`src/rtl/qam16_demap.sv`:
```
// Hard-decision 16QAM demapper with decision FIFO and serial bit output.
// Optional index-sequence checker: define QAM16_DEMAP_IDX_CHK_EN.
module qam16_demap #(
    parameter int               WIDTH      = 16,
    parameter int               FIFO_DEPTH = 8,
    parameter logic [WIDTH-1:0] THR        = 16'h287A,
    parameter int               LAST_INDEX = 47
) (
    input  logic             qam_clk,
    input  logic             qam_rst,
    input  logic             din_valid,
    output logic             din_ready,
    input  logic [5:0]       din_index,
    input  logic [WIDTH-1:0] din_real,
    input  logic [WIDTH-1:0] din_imag,
    output logic             dout,
    output logic             dout_valid,
    output logic [5:0]       dout_index,
    output logic             dout_last,
    output logic             idx_err
);

    localparam int AW = $clog2(FIFO_DEPTH);
    localparam int CW = AW + 1;
    localparam logic signed [WIDTH-1:0] THR_P = $signed(THR);
    localparam logic signed [WIDTH-1:0] THR_N = -$signed(THR);
    localparam logic [5:0] LAST = 6'(LAST_INDEX);

    typedef enum logic {IDLE, SHIFT} state_t;

    logic [9:0]    mem [FIFO_DEPTH];
    logic [AW-1:0] wr_ptr, rd_ptr;
    logic [CW-1:0] count, count_n;
    logic          ready_q;
    logic          push, pop, empty;
    logic [3:0]    dec;

    state_t     state, state_n;
    logic [1:0] cnt, cnt_n;
    logic [3:0] sh, sh_n;
    logic [5:0] idx, idx_n;
    logic       dout_n, valid_n, last_n;
    logic [5:0] index_n;

    logic signed [WIDTH-1:0] re_s, im_s;
    assign re_s = $signed(din_real);
    assign im_s = $signed(din_imag);

    // Signed window compares avoid abs(), so the most negative code is safe
    assign dec[0] = !din_real[WIDTH-1];
    assign dec[1] = (re_s > THR_N) && (re_s < THR_P);
    assign dec[2] = !din_imag[WIDTH-1];
    assign dec[3] = (im_s > THR_N) && (im_s < THR_P);

    assign din_ready = ready_q;
    assign push      = din_valid && ready_q;
    assign empty     = (count == '0);

    always_comb begin
        count_n = count;
        if (push && !pop)      count_n = count + CW'(1);
        else if (pop && !push) count_n = count - CW'(1);
    end

    always_ff @(posedge qam_clk) begin
        if (qam_rst) begin
            wr_ptr  <= '0;
            rd_ptr  <= '0;
            count   <= '0;
            ready_q <= 1'b0;
        end else begin
            if (push) wr_ptr <= wr_ptr + AW'(1);
            if (pop)  rd_ptr <= rd_ptr + AW'(1);
            count   <= count_n;
            ready_q <= (count_n != CW'(FIFO_DEPTH));
        end
    end

    always_ff @(posedge qam_clk) begin
        if (push) mem[wr_ptr] <= {din_index, dec};
    end

    always_ff @(posedge qam_clk) begin
        if (qam_rst) begin
            state      <= IDLE;
            cnt        <= '0;
            sh         <= '0;
            idx        <= '0;
            dout       <= 1'b0;
            dout_valid <= 1'b0;
            dout_index <= '0;
            dout_last  <= 1'b0;
        end else begin
            state      <= state_n;
            cnt        <= cnt_n;
            sh         <= sh_n;
            idx        <= idx_n;
            dout       <= dout_n;
            dout_valid <= valid_n;
            dout_index <= index_n;
            dout_last  <= last_n;
        end
    end

    always_comb begin
        state_n = state;
        cnt_n   = cnt;
        sh_n    = sh;
        idx_n   = idx;
        pop     = 1'b0;
        unique case (state)
            IDLE: begin
                if (!empty) begin
                    pop     = 1'b1;
                    {idx_n, sh_n} = mem[rd_ptr];
                    cnt_n   = '0;
                    state_n = SHIFT;
                end
            end
            SHIFT: begin
                cnt_n = cnt + 2'd1;
                sh_n  = {1'b0, sh[3:1]};
                if (cnt == 2'd3) begin
                    if (!empty) begin
                        pop   = 1'b1;
                        {idx_n, sh_n} = mem[rd_ptr];
                        cnt_n = '0;
                    end else begin
                        state_n = IDLE;
                    end
                end
            end
            default: state_n = IDLE;
        endcase
    end

    // Outputs are registered one cycle behind the shift register
    always_comb begin
        dout_n  = dout;
        valid_n = 1'b0;
        index_n = dout_index;
        last_n  = 1'b0;
        if (state == SHIFT) begin
            dout_n  = sh[0];
            valid_n = 1'b1;
            index_n = idx;
            last_n  = (cnt == 2'd3) && (idx == LAST);
        end
    end

`ifdef QAM16_DEMAP_IDX_CHK_EN
    logic [5:0] exp_idx;
    logic       err_q;

    always_ff @(posedge qam_clk) begin
        if (qam_rst) begin
            exp_idx <= '0;
            err_q   <= 1'b0;
        end else if (push) begin
            if (din_index != exp_idx) err_q <= 1'b1;
            exp_idx <= (din_index == LAST) ? 6'd0 : din_index + 6'd1;
        end
    end

    assign idx_err = err_q;
`else
    assign idx_err = 1'b0;
`endif

endmodule

```
`config.mk`:
```
export PLATFORM = sky130hd
export DESIGN_NAME = qam16_demap
export DESIGN_NICKNAME = d
export VERILOG_FILES = /design/src/rtl/qam16_demap.sv
export SDC_FILE = /design/constraint.sdc
export NUM_CORES = 1
export LEC_CHECK = 0
export CAP_MARGIN = 20
export CORE_MARGIN = 1.5
export CORE_UTILIZATION = 25
export CTS_CLUSTER_DIAMETER = 200
export DETAILED_ROUTE_END_ITERATION = 12
export GPL_TIMING_DRIVEN = 0
export PLACE_DENSITY = 0.49
export RECOVER_POWER = 25
export REMOVE_ABC_BUFFERS = 1
export SLEW_MARGIN = 10
export SYNTH_ARGS = -nofsm -noshare
export SYNTH_HDL_FRONTEND = slang
export SYNTH_SLANG_ARGS = --single-unit
```
`constraint.sdc`:
```
create_clock -name qam_clk -period 4.8 [get_ports qam_clk]
set_input_delay 1.2 -clock qam_clk [delete_from_list [all_inputs] [get_ports qam_clk]]
set_output_delay 1.2 -clock qam_clk [all_outputs]
set_load 0.02 [all_outputs]
```
# After elaboration in Yosys (flattened, before gate mapping)
# Memories as Yosys holds them, arrays and structs flattened. A register that Yosys moved wholly into a read port is not among the register bits.
# Cells that the tools add are included.
[classes]
addsub = 5
eq_ne = 5
n_reduce_logical = 12
magnitude_cmp = 4
mux = 23
bitwise = 1
[op_table]
columns = ["cell", "count"]
rows = [
  ["> comparator 16 x 15 -> 1 bit, second input constant", 2],
  ["< comparator 16 x 15 -> 1 bit, second input constant", 2],
  ["2-to-1 mux 4 bit", 5],
  ["2-to-1 mux 6 bit", 2],
  ["one-hot mux 6 bit (2 select lines)", 1],
  ["one-hot mux 4 bit (2 select lines)", 1],
  ["adder 3 x 1 -> 3 bit, second input constant", 2],
  ["== test 6 bit, second input constant", 1],
  ["logical AND 1 bit", 6],
  ["2-to-1 mux 1 bit", 6],
  ["2-to-1 mux 2 bit", 3],
  ["2-to-1 mux 3 bit", 2],
  ["adder 4 x 1 -> 4 bit, second input constant", 1],
  ["logical NOT 1 bit", 4],
  ["logical NOT 4 bit", 1],
  ["inequality test 4 bit, second input constant", 1],
  ["one-hot mux 1 bit (2 select lines)", 2],
  ["one-hot mux 2 bit (2 select lines)", 1],
  ["subtractor 4 x 1 -> 4 bit, second input constant", 1],
  ["adder 2 x 1 -> 2 bit, second input constant", 1],
  ["== test 2 bit, second input constant", 1],
  ["inequality test 2 x 1 -> 1 bit, second input constant", 1],
  ["inequality test 2 bit, second input constant", 1],
  ["OR reduction 2 bit", 1],
  ["NOT 1 bit", 1],
]
[totals]
word_cells = 63
mem_bits_rw = 80
regBits = 33
in_bits = 41
n_memories = 1
[memory_table]
columns = ["memory", "words", "word_bits", "rd", "rd_ports_with_merged_regs", "write_ports", "line_no", "source"]
rows = [
  ["mem", 8, 10, 1, 1, 1, "31", "logic [9:0] mem [FIFO_DEPTH];"],
]

# Logic depth before layout (Yosys ltp)
# Gate-level depths: netlist (run 1).
[depth]
ltp_word = 8
mapped_depth = 8

# Worst setup path after synthesis (run 1)
# No wires, ideal clock.
[synth_path]
kind = "in2reg"
start = "in din_valid"
end = "mem mem[0][0], enable pin"
setup_slack_ns = 1.956
required_ns = 4.396
arrival_ns = 2.441
path_stages = 3
n_path_buf = 1
cell_sequence = "nand2_1 -> buf_6 -> nor4_1"
[synth_between]
elab_chain_cells = 3
[synth_rtl]
columns = ["item", "line_no", "source"]
rows = [
  ["start, declared", "11", "input logic din_valid,"],
  ["logical AND 1 bit", "56", "assign push = din_valid && ready_q;"],
  ["2-to-1 mux 1 bit", "80", "if (push) mem[wr_ptr] <= {din_index, dec};"],
  ["2-to-1 mux 1 bit (implied by the code)", "80", ""],
  ["end, declared", "31", ""],
]
# No other way between the ends.

# Final worst setup path (run 1)
[layout_path]
start = "in din_valid"
end = "mem mem[5][2], enable pin"
# Same word-level chain as after synthesis.

==> flow_summary.toml, run 1 <==
[logic_synthesis]
ys_warn_count = 0
synthXorXnorAreaFrac_pct = 1.68
synth_edf_count = 80
synth_compound_area_share_pct = 5.93
synthMuxAreaShare_pct = 13.4
netlist_area_um2 = 4700
syn_avg_cell_area_um2 = 14.7
synth_top_cell_by_area = "edfxtp_1"
async_flop_share_pct = 0
yosysTopAreaCellShare_pct = 51.1
synth_cells = 319
synthTopCellsByArea = "edfxtp_1 51%, dfxtp_1 15%, mux4_2 9.6%"
synth_top_family_by_area = "multiplexers"
ys_ff_latch = 116
yosys.cell_types.count = 40
synth.yosys.seq_area_share_pct = 66.4
synth_ff_type = "edfxtp_1"
synthSimpleGateAreaFrac_pct = 8.16
yosys.area_share.adder_pct = 1.54

[detailed_routing]
initialDrtViolationCount = 150
num_vias = 2840
wire_per_inst_um = 15.7
vias_per_cell = 4.54
wl_um = 9800
drtPass1Iterations = 4
drtAntennaViolNets = 0
post-route-drc-count = 0

[global_route]
grt_pass1_vias = 2995
grt_usage_pct = 10.7
overflow = 0
grt_max_degree = 26
antenna_found_initial = 0
grt_pass1_wl_um = 15500

[cells_and_area]
num_antenna_cells = 0
nets = 429
fin_util_pct = 33.9
area_delta_synth_final_pct = 31.3
final_cells = 625
drive_above_1_share_pct = 17.4

[power_and_ir_drop]
peakVddDrop_mv = 0.225
leakagePower_nw = 2.06
p_per_area_nw_per_um2 = 547

[critical_path]
cp-end-kind = "flip-flop"
critPathTopFamily = "simple AND/OR/NAND/NOR gates"
crit_start = "din_valid"
cpPeakStageDelay_ns = 0.62
timing.critical_path.cells = "clkdlybuf4s50_1 -> and2_1 -> nand2_1 -> nor2_1 -> buf_6"
crit_path_end = "mem[5][2]$_DFFE_PP_"
r2r_end = "din_ready$_SDFF_PP0_"
crit_buf_inv = 2
cp_max_fo = 10
cp.arrival_ns = 3.14
cp-start-kind = "input pin"
cp_slowest_cell = "nor2_1"
rrSetupSlack_ns = 2.43
r2r-start = "count[0]$_SDFF_PP0_"
cp.depth = 5
crit_type = "in2reg"
critical_path_required_ns = 4.92
reg2reg_depth = 8

[clocking]
clock-sinks = 116
cts_hold_buf = 0
cts-root-buf = "clkbuf_16"
path_clk_slew_ns = 0.05
cts_buffer_depth = 2
tritoncts = "yes"
clk-insertion-delay-late_ns = 0.41
htree_levels = 4
cts_resized = 0
numCtsBuffers = 17
post_cts_buffers = 0

[timing]
post-route-min-period_ns = 3.02
final.setup.tns_ns = 0
post-route-period-util_pct = 62.9
hold_viol = 0
fin_skew_ns = 0.00551
drv_slew = 0
fmax_ghz = 0.331
worst_pin_slew_ns = 0.955
maxSlewHeadroom_pct = 35.6
setup_viol_count_final = 0
rsz0062_at_grt = "no"

[place]
dpl.cell_count = 593
dp_hpwl_um = 6780
io_buffers = 50
place_congestion = 0.718

[outcome]
status = "complete, no violations"

[worst_hold_path]
hp-class = "reg2reg"

[floorplanning]
die_w_um = 140
core_um2 = 18200
die-area_um2 = 19700
die_h_um = 140
rows = 49
ios = 52
start_util_pct = 25.8

[run]
max_cap_viol_count = 0
-- where the power goes --
group          internal [mW]  leakage [nW]  total [mW]  switching (mW)
sequential              1.18          1.02        1.31           0.133
combinational          0.370         0.730       0.716           0.346
clock                  0.917         0.305        1.35           0.437
-- layout make-up --
cell class	count	area, um2
clock buffers	18	429
clock inverters	14	209
fillers	1714	12000
inverters	7	26.3
multi-input cells	180	1480
flip-flops and latches	116	3120
well taps	229	287
repair buffers	61	624
-- registers in the layout, summed over array words and instances, names as in the netlist, named ones only --
name,flops
wr_ptr,3
sh,4
rd_ptr,3
cnt,2
dout_valid,1
count,4
idx,6
mem,80
dout_index,6
state,1
dout,1
dout_last,1
din_ready,1
-- cells in the final DEF, fill, tap and decap left out, types with 2 or more instances in the layout --
cell type	Yosys	routed
nor2_1	38	37
clkinv_1	0	2
clkbuf_16	0	17
nor2b_1	3	3
dlygate4sd3_1	0	8
nand2b_1	3	3
a211o_1	3	3
buf_4	4	3
nand3_1	5	5
mux4_2	20	20
a21o_1	3	3
o21ai_0	10	10
nand2_1	10	10
clkdlybuf4s50_1	0	42
nor3_1	7	3
clkinv_2	0	2
clkinv_4	0	2
dfxtp_1	36	35
xor2_1	2	2
buf_8	0	3
inv_1	7	7
a21oi_1	12	12
ha_1	5	5
o21a_1	2	2
a22oi_1	2	2
clkinvlp_4	0	2
o211ai_1	2	2
mux2i_1	17	17
nor3_2	0	4
edfxtp_1	80	80
a211oi_1	6	6
nor4_1	6	5
bufinv_16	0	5
nand4_1	6	6
buf_6	3	5
xnor2_1	7	7
-- per-stage QoR --
step | hold WS (ns) | worst slack (ns) | total power, mW | cell area, um2
after floorplan | 0.430 | 1.97 | 1.78 | 4600
after global placement | 0.448 | 0.315 | 1.99 | 5390
after detailed placement | 0.459 | 1.29 | 2.05 | 5540
after CTS | 0.467 | 1.71 | 3.42 | 6180
after global routing | 0.495 | 1.59 | 3.54 | 6180
final | 0.465 | 1.78 | 3.38 | 6180
-- worst min-delay path: cells and delay by family (launching register included) --
family / cells / cell delay (ns)
AOI/OAI and AO/OA: 1 / 0.05
and+or+nand+nor: 1 / 0.05
DFF: 1 / 0.31
-- layer usage --
layer / track usage [%] / share of wire [%] / vias up
li1: - / - / 1348
met1: 12.6 / 45 / 1412
met2: 17.6 / 49 / 63
met3: 3.62 / 4.3 / 17
met4: 4.99 / 1.9 / 0
met5: 0 / 0 / -
-- synth_stat cells (2+ instances only) --
master	number
nor4_1	6
nor3_1	7
nand2_1	10
buf_2	6
a21oi_1	12
a21o_1	3
inv_1	7
mux2i_1	17
a211oi_1	6
mux4_2	20
xor2_1	2
o211ai_1	2
buf_4	4
a22oi_1	2
a211o_1	3
nor2_1	38
o21ai_0	10
dfxtp_1	36
nor2b_1	3
o21a_1	2
nand2b_1	3
buf_6	3
xnor2_1	7
clkbuf_1	2
nand3_1	5
ha_1	5
edfxtp_1	80
nand4_1	6
-- kinds of logic (layout without fill, tap and decap cells) --
family	Yosys count	count (layout)
fa+ha+maj	6	6
compound gates	44	44
mux	38	38
flops	116	116
other cells	1	1
buf+inv	23	100
xor+xnor	9	9
simple gates	82	82
-- worst min-delay path by stage --
stage	from	to	slack (ns)	depth (start not counted)
2_1_floorplan	sh[0]$_SDFFE_PP0P_	sh[0]$_SDFFE_PP0P_	0.43	2
3_3_place_gp	sh[2]$_SDFFE_PP0P_	sh[2]$_SDFFE_PP0P_	0.45	2
3_5_place_dp	sh[2]$_SDFFE_PP0P_	sh[2]$_SDFFE_PP0P_	0.46	2
4_1_cts	sh[0]$_SDFFE_PP0P_	sh[0]$_SDFFE_PP0P_	0.47	2
5_1_grt	sh[2]$_SDFFE_PP0P_	sh[2]$_SDFFE_PP0P_	0.50	2
6_report	sh[0]$_SDFFE_PP0P_	sh[0]$_SDFFE_PP0P_	0.47	2
No activity file was read; power rests on OpenSTA's default activity.
==> run 2, diff against run 1 <==
PLACE_DENSITY = 0.5   (was 0.49)
clock period = 2.65 ns   (was 4.8 ns; I/O delays follow)
==> run 2 against run 1 <==
Sequential share of layout area is 0.59 points higher. Non-clock buffer count is the same. Clock power is 56% higher. Wire length shrank 3.1%. Largest power group is now sequential cells.
==> flow_summary.toml, run 2 (synthesized netlist as in run 1, its figures left out) <==
[critical_path]
cp_slowest_cell = "nor2_1"
cp_max_fo = 10
cp-start-kind = "input pin"
crit_type = "in2reg"
cpPeakStageDelay_ns = 0.58
cp-end-kind = "flip-flop"
cp.arrival_ns = 2.64
rrSetupSlack_ns = 0.51
critical_path_required_ns = 2.76
timing.critical_path.cells = "clkdlybuf4s50_1 -> and2_1 -> nand2_1 -> nor2_1 -> buf_4"

[cells_and_area]
nFillCells = 1734
num_antenna_cells = 0
top_register = "mem"
top_regs = "mem x80, dout_index x6, idx x6"
nets = 429
fin_util_pct = 33.5
seqCellArea_um2 = 3120
final_common_cell = "edfxtp_1"
design_area_um2 = 6110
drive_above_1_share_pct = 17.2
largest_reg_flops = 80
area_delta_synth_final_pct = 29.8
final_cell_mix = "80 x edfxtp_1, 43 x clkdlybuf4s50_1, 36 x nor2_1"
multi_input_area_um2 = 1480

[detailed_routing]
num_vias = 2825
drtPass1Iterations = 4
drtAntennaViolNets = 0
initialDrtViolationCount = 138
wire_per_inst_um = 15.2
vias_per_cell = 4.53
wl_um = 9500
post-route-drc-count = 0

[clocking]
path_clk_slew_ns = 0.05
cts-root-buf = "clkbuf_16"
clock-sinks = 116
cts_hold_buf = 0
clk-insertion-delay-late_ns = 0.40
cts_buffer_depth = 2
post_cts_buffers = 0
tritoncts = "yes"
htree_levels = 4
numCtsBuffers = 17

[timing]
fmax_ghz = 0.396
whs_ns = 0.457
worst_pin_slew_ns = 0.746
fin_skew_ns = 0.00799
hold_viol = 0
setup_viol_count_final = 0
post-route-min-period_ns = 2.52
drv_slew = 0
post-route-period-util_pct = 95.2
maxSlewHeadroom_pct = 49.8
final.setup.tns_ns = 0
rsz0062_at_grt = "no"

[power_and_ir_drop]
peakVddDrop_mv = 0.460
leakagePower_nw = 2.02
p_per_area_nw_per_um2 = 946

[floorplanning]
start_util_pct = 25.8
rows = 49
die-area_um2 = 19700
die_w_um = 140
ios = 52
die_h_um = 140
core_um2 = 18200

[global_route]
antenna_found_initial = 0
grt_pass1_wl_um = 15300
grt_max_degree = 26
grt_pass1_vias = 2944
overflow = 0
grt_usage_pct = 10.5

[place]
place_congestion = 0.755
placed_cell_area_um2 = 5560
io_buffers = 50
dp_hpwl_um = 6590

[run]
max_cap_viol_count = 0

[worst_hold_path]
hp-class = "reg2reg"

[outcome]
status = "complete, no violations"
[run 2: final cells by class]
class | count | share of cell area (%)
Clock buffer | 19 | 7.09
Clock inverter | 12 | 1.88
Inverter | 7 | 0.430
Multi-Input combinational cell | 180 | 24.3
Sequential cell | 116 | 51.2
Tap cell | 229 | 4.69
Timing Repair Buffer | 61 | 10.5
[run 2: metrics by stage]
stage                     power, mW  worst slack (ns)  cells
after floorplan                3.23             0.306    303
after global placement         3.61             -1.38    582
after detailed placement       3.72            -0.484    593
after CTS                      5.85            0.0921    624
after global routing           6.09            0.0285    624
final                          5.78             0.127    624
[run 2: timing repair]
item	in CTS	in global routing
endpoints found under the hold margin	0	0
endpoints found under the setup margin	10	0
gates resized for setup	1	0
[run 2: routing by layer]
layer	vias to the layer above	share of wire, %	GRT usage (%)
met5	-	0	0
met4	0	1.1	4.21
met3	7	5.2	3.90
met2	67	50	17.3
met1	1400	44	12.5
li1	1351	-	-
[run 2: path summary, 6_finish.rpt]
kind / start / cells past startpoint / endpoint
hold reg to reg: sh[2]$_SDFFE_PP0P_ / 2 / sh[2]$_SDFFE_PP0P_
setup / recovery: din_valid / 5 / mem[5][1]$_DFFE_PP_
setup reg to reg: din_ready$_SDFF_PP0_ / 4 / mem[5][1]$_DFFE_PP_
hold / removal: sh[2]$_SDFFE_PP0P_ / 2 / sh[2]$_SDFFE_PP0P_
[run 2: worst max-delay path, delay by kind of cell]
kind	cells	cell delay, ns
buffers and inverters	2	0.76
and+or+nand+nor	3	1.22
[run 2: where the power goes]
part / internal [mW] / total [mW] / switching (mW) / leakage (nW)
sequential: 2.13 / 2.36 / 0.227 / 1.02
combinational: 0.688 / 1.31 / 0.621 / 0.735
clock: 1.36 / 2.11 / 0.748 / 0.263
